<file path="config.mk">
export PLATFORM = sky130hd
export DESIGN_NAME = mem_port_arbiter
export DESIGN_NICKNAME = d
export VERILOG_FILES = /design/src/rtl/mem_arb_pkg.sv /design/src/rtl/mem_arb_lat_counter.sv /design/src/rtl/mem_port_arbiter.sv
export SDC_FILE = /design/constraint.sdc
export NUM_CORES = 1
export LEC_CHECK = 0
export CELL_PAD_IN_SITES_DETAIL_PLACEMENT = 0
export CELL_PAD_IN_SITES_GLOBAL_PLACEMENT = 1
export CORE_MARGIN = 2
export CORE_UTILIZATION = 29
export CTS_CLUSTER_SIZE = 20
export DETAILED_ROUTE_END_ITERATION = 8
export PLACE_DENSITY = 0.86
export RECOVER_POWER = 100
export SYNTH_ARGS = -nofsm -noshare
export SYNTH_HDL_FRONTEND = slang
export SYNTH_HIERARCHICAL = 1
export SYNTH_SLANG_ARGS = --single-unit
</file>
<file path="constraint.sdc">
create_clock -name clk_i -period 7.2 [get_ports clk_i]
set_clock_uncertainty 0.15 [all_clocks]
set_input_delay 1.44 -clock clk_i [delete_from_list [all_inputs] [get_ports clk_i]]
set_output_delay 1.44 -clock clk_i [all_outputs]
set_load 0.02 [all_outputs]
</file>
<file path="src/rtl/mem_arb_pkg.sv">
// rtl/mem_arb_pkg.sv - shared encodings and helpers for the memory port arbiter
package mem_arb_pkg;

    typedef logic [1:0] state_t;

    localparam state_t ST_IDLE   = 2'd0;
    localparam state_t ST_ACCESS = 2'd1;
    localparam state_t ST_DONE   = 2'd2;

    localparam logic GNT_I = 1'b0;
    localparam logic GNT_D = 1'b1;

    localparam int LAT_W = 4;
    localparam logic [31:0] CNT_MAX = 32'hFFFFFFFF;

    function automatic logic [31:0] sat_inc(input logic [31:0] value);
        return (value == CNT_MAX) ? value : value + 32'd1;
    endfunction

endpackage

</file>
<file path="src/rtl/mem_arb_lat_counter.sv">
// rtl/mem_arb_lat_counter.sv - loadable down-counter timing one memory access
module mem_arb_lat_counter #(
    parameter int W = 4
) (
    input  logic         clk,
    input  logic         rst,
    input  logic         load,
    input  logic [W-1:0] load_val,
    input  logic         dec,
    output logic         zero
);

    logic [W-1:0] count;

    always_ff @(posedge clk or posedge rst) begin
        if (rst) begin
            count <= '0;
        end else if (load) begin
            count <= load_val;
        end else if (dec && (count != '0)) begin
            count <= count - 1'b1;
        end
    end

    assign zero = (count == '0);

endmodule

</file>
<file path="src/rtl/mem_port_arbiter.sv">
// rtl/mem_port_arbiter.sv - round-robin arbiter sharing one memory between I-fetch and data ports
module mem_port_arbiter
    import mem_arb_pkg::*;
#(
    parameter int ADDR_W  = 32,
    parameter int DATA_W  = 32,
    parameter int LATENCY = 4
) (
    input  logic              clk_i,
    input  logic              rst_i,
    input  logic              i_req_i,
    input  logic [ADDR_W-1:0] i_addr_i,
    output logic              i_ack_o,
    output logic [DATA_W-1:0] i_rdata_o,
    input  logic              d_req_i,
    input  logic              d_we_i,
    input  logic [ADDR_W-1:0] d_addr_i,
    input  logic [DATA_W-1:0] d_wdata_i,
    output logic              d_ack_o,
    output logic [DATA_W-1:0] d_rdata_o,
    output logic              mem_req_o,
    output logic              mem_we_o,
    output logic [ADDR_W-1:0] mem_addr_o,
    output logic [DATA_W-1:0] mem_wdata_o,
    input  logic [DATA_W-1:0] mem_rdata_i,
    output logic [31:0]       i_cnt_o,
    output logic [31:0]       d_cnt_o
);

    localparam logic [LAT_W-1:0] LAT_INIT = LAT_W'(LATENCY - 1);

    state_t            state;
    logic              gnt;
    logic              last_gnt;
    logic [ADDR_W-1:0] addr_q;
    logic              we_q;
    logic [DATA_W-1:0] wdata_q;
    logic [DATA_W-1:0] i_rdata_q;
    logic [DATA_W-1:0] d_rdata_q;
    logic [31:0]       i_cnt_q;
    logic [31:0]       d_cnt_q;

    logic any_req;
    logic pick_d;
    logic lat_load;
    logic lat_dec;
    logic lat_zero;

    // D wins when alone, or on contention when I held the previous grant.
    always_comb begin
        any_req  = i_req_i | d_req_i;
        pick_d   = d_req_i & (~i_req_i | (last_gnt == GNT_I));
        lat_load = (state == ST_IDLE) & any_req;
        lat_dec  = (state == ST_ACCESS);
    end

    mem_arb_lat_counter #(
        .W(LAT_W)
    ) u_lat (
        .clk      (clk_i),
        .rst      (rst_i),
        .load     (lat_load),
        .load_val (LAT_INIT),
        .dec      (lat_dec),
        .zero     (lat_zero)
    );

    always_ff @(posedge clk_i or posedge rst_i) begin
        if (rst_i) begin
            state     <= ST_IDLE;
            gnt       <= GNT_I;
            last_gnt  <= GNT_I;
            addr_q    <= '0;
            we_q      <= 1'b0;
            wdata_q   <= '0;
            i_rdata_q <= '0;
            d_rdata_q <= '0;
            i_cnt_q   <= '0;
            d_cnt_q   <= '0;
        end else begin
            case (state)
                ST_IDLE: begin
                    if (any_req) begin
                        gnt      <= pick_d ? GNT_D : GNT_I;
                        last_gnt <= pick_d ? GNT_D : GNT_I;
                        addr_q   <= pick_d ? d_addr_i : i_addr_i;
                        we_q     <= pick_d & d_we_i;
                        wdata_q  <= d_wdata_i;
                        state    <= ST_ACCESS;
                    end
                end
                ST_ACCESS: begin
                    if (lat_zero) begin
                        if (gnt == GNT_D) begin
                            d_rdata_q <= mem_rdata_i;
                            d_cnt_q   <= sat_inc(d_cnt_q);
                        end else begin
                            i_rdata_q <= mem_rdata_i;
                            i_cnt_q   <= sat_inc(i_cnt_q);
                        end
                        state <= ST_DONE;
                    end
                end
                ST_DONE: begin
                    state <= ST_IDLE;
                end
                default: begin
                    state <= ST_IDLE;
                end
            endcase
        end
    end

    assign mem_req_o   = (state == ST_ACCESS);
    assign mem_we_o    = mem_req_o & we_q;
    assign mem_addr_o  = addr_q;
    assign mem_wdata_o = wdata_q;
    assign i_ack_o     = (state == ST_DONE) & (gnt == GNT_I);
    assign d_ack_o     = (state == ST_DONE) & (gnt == GNT_D);
    assign i_rdata_o   = i_rdata_q;
    assign d_rdata_o   = d_rdata_q;
    assign i_cnt_o     = i_cnt_q;
    assign d_cnt_o     = d_cnt_q;

endmodule

</file>
==> results.cfg, run 1 <==
[outcome]
status = finished with violations
violations = capacitance limit, slew limit

[clocking]
clockBufferDepth = 2
postCtsSetupBuffers = 0
postCtsHoldBufs = 0
cts_resized = 0
cts_root_buffer = clkbuf_16
clk_pin_slew_ns = 0.08
cts_buffers = 17
clock-sinks = 200
clk_latency_ns = 0.42
cts.htree.levels = 4
cts_tree = built

[min_path]
hold_class = reg2reg
whs_path_depth = 2

[logic_synthesis]
synth_edf_count = 0
avgSynthCellArea_um2 = 9.69
synth-warning-count = 6
ys.flop_type = dfrtp_1
netlist_instances = 884
async_flop_share = 1.00
synth-seq-area-share = 0.584
synth_cell_types = 54
syn_area_um2 = 8560
ys_ff_latch = 200

[critical_path]
critPathLaunchType = flip-flop
cp_cell_sequence = inv_1, ha_1, or3b_1, inv_1, nor4bb_1, clkbuf_1, nand3_1, nor4_1, nand3_1, xnor2_1
cp_num_cells = 10
crit_family = simple AND/OR/NAND/NOR gates
cp_data_arrival_time_ns = 5.38
cp.required_ns = 7.36
path_class = reg2reg
cp_slowest_cell = clkbuf_1
critPathMaxFanout = 42
worst_r2r_path_depth = 10
slowest_delay_ns = 1.62
endpoint_kind = flip-flop
critical_path_buf_inv_count = 3

[finish]
final_common_cell = nand2_1
antennaDiodeCount = 0
regArea_um2 = 5000
drive_gt1_frac = 0.0370
layout_common_cells = 344 x nand2_1, 200 x dfrtp_1, 198 x dlygate4sd3_1, 130 x clkdlybuf4s50_1, 37 x o21ai_0
final_cells = 1600
n_fill_cell = 2825
utilization = 0.443
nNetsFinal = 1340
area_delta_synth_final_pct = 49.4
multi_input_area_um2 = 3360

[drt]
antenna_left = 0
via_count = 7315
routed_wl_um = 25000
dr.first_iter.drc_count = 479
drtPass1Iterations = 4
via_per_inst = 4.57
drc = 0
wl_per_cell_um = 15.6

[floorplan]
row_count = 62
die_x_um = 176
fp.dieArea_um2 = 30900
start_util = 0.297
pin_count = 329
fp.coreArea_um2 = 28900
die_h_um = 176

[timing]
fin_crit_ns = 5.22
maxSlewViolCount = 285
period_share = 0.724
final.setup.tns_ns = 0
worst_pin_slew_ns = 2.83
rsz0062_at_grt = false
max_freq_ghz = 0.192
finalSetupViolCount = 0
slew_headroom = -0.886
timing.final.hold_violations = 0

[global_route]
first_global_vias = 7346
grt_overflow = 0
grt_pass1_wl_um = 39800
grt_max_degree = 132
grt_usage = 0.162
antenna_found_initial = 0

[power_and_ir_drop]
power_uw = 4670
power_leakage_uw = 0.00613
worst_ir_drop_vdd_uv = 213
power_density_nw_per_um2 = 365

[flow_run]
cap_violations = 5

[place]
io_buffers = 328
dp_cells = 1569
post-dp-hpwl_um = 17500
gp_congestion = 0.785
-- stage by stage --
stage                     cell area, µm²  worst slack (ns)  hold slack (ns)
after floorplan                     8570             0.269            0.308
after global placement             12300              3.42            0.306
after detailed placement           12300              3.39            0.311
after CTS                          12900              3.16            0.330
after global routing               12800              1.57            0.339
final                              12800              1.98            0.319
-- kinds of logic (layout without fill, tap and decap cells) --
group,Yosys count,count (layout),synth area share
and+or+nand+nor,478,478,0.247
DFF,200,200,0.584
xor gates and xnor gates,59,59,0.0603
AOI/OAI and AO/OA,58,58,0.0399
buffers and inverters,50,380,0.0231
muxes,34,34,0.0405
adders and majority gates,3,3,0.00438
other,2,4,0.000877
-- area by class of cell --
type,instances,area share
Clock buffer,18,0.0335
Clock inverter,13,0.0107
Inverter,12,0.00381
Multi-Input combinational cell,636,0.263
Sequential cell,200,0.391
Tap cell,384,0.0376
Timing Repair Buffer,337,0.260
-- cells in the mapped netlist (2+ instances only) --
cell type    n  area, µm²
nand2_1    344       1290
dfrtp_1    200       5000
o21ai_0     34        170
clkbuf_1    33        124
mux2i_1     32        320
xnor2_1     31        272
xor2_1      28        245
nand3_1     25        125
nor3_1      20        100
nand4_1     19        119
nor2_1      18       67.6
inv_1       12       45.0
and3_1       9       56.3
nor4_1       9       56.3
a21oi_1      5       25.0
and4_1       4       35.0
a31oi_1      3       18.8
and2_1       3       18.8
ha_1         3       37.5
o21ai_1      3       15.0
or4_1        3       22.5
a211o_1      2       17.5
a21boi_0     2       15.0
buf_1        2       7.51
buf_2        2       10.0
conb_1       2       7.51
nand2b_1     2       12.5
nand3b_1     2       15.0
nor2b_1      2       12.5
nor3b_1      2       15.0
nor4_2       2       25.0
o211ai_1     2       15.0
or2_2        2       12.5
or4_4        2       22.5
-- flip-flops by register name, indices dropped and copies added (netlist names) --
name,cells
we_q,1
mem_addr_o,32
u_lat/count,4
d_rdata_o,32
mem_wdata_o,32
d_cnt_o,32
last_gnt,1
i_rdata_o,32
state,2
i_cnt_o,32
-- report_power, final --
part	total [µW]	switching [µW]	leakage (µW)	internal, µW
Clock	948	486	0.000270	462
Combinational	1970	1150	0.00332	818
Sequential	1750	229	0.00254	1520
Total	4670	1860	0.00613	2800
-- path summary, 6_finish.rpt --
kind | slack (ns) | startpoint | endpoint
setup / recovery | 1.98 | u_lat/count[0]$_DFFE_PP0P_ | i_cnt_o[22]$_DFFE_PP0P_
hold / removal | 0.32 | mem_wdata_o[18]$_DFFE_PP0P_ | mem_wdata_o[18]$_DFFE_PP0P_
setup reg to reg | 1.98 | u_lat/count[0]$_DFFE_PP0P_ | i_cnt_o[22]$_DFFE_PP0P_
hold reg to reg | 0.32 | mem_wdata_o[18]$_DFFE_PP0P_ | mem_wdata_o[18]$_DFFE_PP0P_
max in group asynchronous | 2.64 | rst_i | mem_addr_o[16]$_DFFE_PP0P_
min in group asynchronous | 1.29 | rst_i | u_lat/count[2]$_DFFE_PP0P_
-- worst min-delay path, cell delays in order, from the launching register on --
cell and delay (ns):
dfrtp_1 0.34, nand2_1 0.05, nand2_1 0.05
-- metal layers --
layer  wire [µm]  track usage
met1       11000        0.204
met2       11900        0.271
met3        1920       0.0545
met4         263       0.0365
met5           0            0
No activity file was read; power rests on OpenSTA's default activity.
==> inputs of run 2 (changes only) <==
clock period = 4.5 ns   (was 7.2 ns; I/O delays follow)
==> run 2 against run 1 <==
Net effect: the flow still finishes with violations (capacitance limit, slew limit); sequential power grew 59%; count of clock-buffer cells in the layout is the same; non-clock buffer count grew 1; design area grew 0.27%; via count is essentially flat; die area is the same; first-iteration DRC count shrank 15%; routed wire length shrank 0.91%; sequential cell count is the same; clock power grew 69%; register-to-register slack lost 1.2 ns; largest power group unchanged.
==> results.cfg, run 2 (synthesized netlist as in run 1, its figures left out) <==
[outcome]
status = finished with violations
violations = capacitance limit, slew limit

[critical_path]
path_class = reg2reg
cp.required_ns = 4.66
reg2reg_from = u_lat/count[0]$_DFFE_PP0P_
cp_slowest_cell = nor4_1
cp_cell_sequence = inv_1, ha_1, or3b_1, inv_1, nor4bb_1, nand3_1, nor4_1, nand3_1, xnor2_1
crit_start = u_lat/count[0]$_DFFE_PP0P_
timing.rr.end = i_cnt_o[26]$_DFFE_PP0P_
cp_data_arrival_time_ns = 3.90
endpoint = i_cnt_o[26]$_DFFE_PP0P_
slowest_delay_ns = 0.94
r2r_setup_slack_ns = 0.76
worst_r2r_path_depth = 9
critPathLaunchType = flip-flop
critPathMaxFanout = 6
endpoint_kind = flip-flop

[clocking]
clock-sinks = 200
postCtsSetupBuffers = 0
clk_pin_slew_ns = 0.08
clockBufferDepth = 2
cts_root_buffer = clkbuf_16
clk_latency_ns = 0.43
cts_resized = 0
cts_tree = built
postCtsHoldBufs = 0
cts_buffers = 17
cts.htree.levels = 4

[min_path]
hold_class = reg2reg

[timing]
slew_headroom = -0.384
final.setup.tns_ns = 0
fin_crit_ns = 3.74
worst_pin_slew_ns = 2.08
rsz0062_at_grt = false
timing.final.hold_violations = 0
timing.final.ws_setup_ns = 0.765
finalSetupViolCount = 0
max_freq_ghz = 0.268
hold_slack_ns = 0.315
period_share = 0.830
maxSlewViolCount = 346

[drt]
via_count = 7321
dr.first_iter.drc_count = 409
via_per_inst = 4.57
antenna_left = 0
drtPass1Iterations = 5
wl_per_cell_um = 15.5
drc = 0
routed_wl_um = 24800

[power_and_ir_drop]
switching_power_uw = 2960
power_density_nw_per_um2 = 588
power_leakage_uw = 0.00616
pwr-share-clk = 0.211
internal_power_uw = 4590
worst_ir_drop_vdd_uv = 311
power.share.switching = 0.391
power_frac_comb = 0.419
seqPwrFrac = 0.370

[floorplan]
fp.coreArea_um2 = 28900
pin_count = 329
row_count = 62
die_h_um = 176
start_util = 0.297
die_x_um = 176
fp.dieArea_um2 = 30900

[finish]
area_delta_synth_final_pct = 49.8
final_cells = 1601
nNetsFinal = 1341
antennaDiodeCount = 0
n_fill_cell = 2785
final_common_cell = nand2_1
layout_common_cells = 344 x nand2_1, 200 x dfrtp_1, 198 x dlygate4sd3_1, 130 x clkdlybuf4s50_1, 35 x o21ai_0
multi_input_area_um2 = 3360
regArea_um2 = 5000
drive_gt1_frac = 0.0394

[place]
gp_congestion = 0.800
post-dp-hpwl_um = 17800
io_buffers = 328
dp_slack_ns = 1.31
dp_cells = 1570

[flow_run]
cap_violations = 5

[global_route]
antenna_found_initial = 0
grt_max_degree = 146
grt_usage = 0.161
grt_overflow = 0
grt_pass1_wl_um = 39900
first_global_vias = 7513
run 2: cell count changes in the layout (fill, tap and decap cells not counted), moves of 2 or more:
| cell | change |
|---|---|
| clkinv_4 | -3 |
| bufinv_16 | +2 |
| clkbuf_1 | -2 |
| clkbuf_2 | +2 |
| o21ai_0 | -2 |
| o21ai_1 | +2 |
run 2: through the flow:
stage                     instance area [µm²]  total power [µW]  utilization
final                                   12800              7550        0.445
after global routing                    12800              8070        0.445
after CTS                               12900              7940        0.447
after detailed placement                12300              6300        0.427
after global placement                  12300              6240        0.427
after floorplan                          8580              4550            -
run 2: critical path, delay by kind of cell, from the launching register on:
| family | cells | cell delay [ns] |
|---|---|---|
| AND/OR/NAND/NOR | 5 | 2.50 |
| flip-flops | 1 | 0.38 |
| buffers and inverters | 2 | 0.22 |
| adder cells (fa/ha/maj) | 1 | 0.20 |
| XOR/XNOR | 1 | 0.18 |
run 2: how the worst min path moves through the flow:
stage                                      startpoint                           to  slack, ns  cells after the start
after CTS                   d_rdata_o[25]$_DFFE_PP0P_    d_rdata_o[25]$_DFFE_PP0P_       0.33                      2
after detailed placement    d_rdata_o[20]$_DFFE_PP0P_    d_rdata_o[20]$_DFFE_PP0P_       0.31                      2
after floorplan                      we_q$_DFFE_PP0P_             we_q$_DFFE_PP0P_       0.31                      1
after global placement    mem_wdata_o[28]$_DFFE_PP0P_  mem_wdata_o[28]$_DFFE_PP0P_       0.31                      2
final                       d_rdata_o[25]$_DFFE_PP0P_    d_rdata_o[25]$_DFFE_PP0P_       0.31                      2
after global routing        d_rdata_o[25]$_DFFE_PP0P_    d_rdata_o[25]$_DFFE_PP0P_       0.33                      2
run 2: final cells by class:
| cell class | instances | area share |
|---|---|---|
| Inverter | 12 | 0.00361 |
| Clock inverter | 13 | 0.0128 |
| Multi-Input combinational cell | 636 | 0.262 |
| Clock buffer | 18 | 0.0335 |
| Sequential cell | 200 | 0.390 |
| Tap cell | 384 | 0.0375 |
| Timing Repair Buffer | 338 | 0.261 |
run 2: power by group through the flow:
| stage | sequential (µW) | clock, µW | combinational (µW) |
|---|---|---|---|
| 6_report | 2790 | 1600 | 3160 |
| 5_1_grt | 2880 | 1720 | 3470 |
| 4_1_cts | 2830 | 1650 | 3460 |
| 3_5_place_dp | 2860 | 0 | 3450 |
| 3_3_place_gp | 2830 | 0 | 3410 |
| 2_1_floorplan | 3550 | 0 | 1000 |
run 2: metal layers:
metal,GRT usage,part of all wire,vias up
li1,-,-,3554
met1,0.201,0.43,3489
met2,0.265,0.47,260
met3,0.0604,0.088,18
met4,0.0368,0.012,0
met5,0,0,-
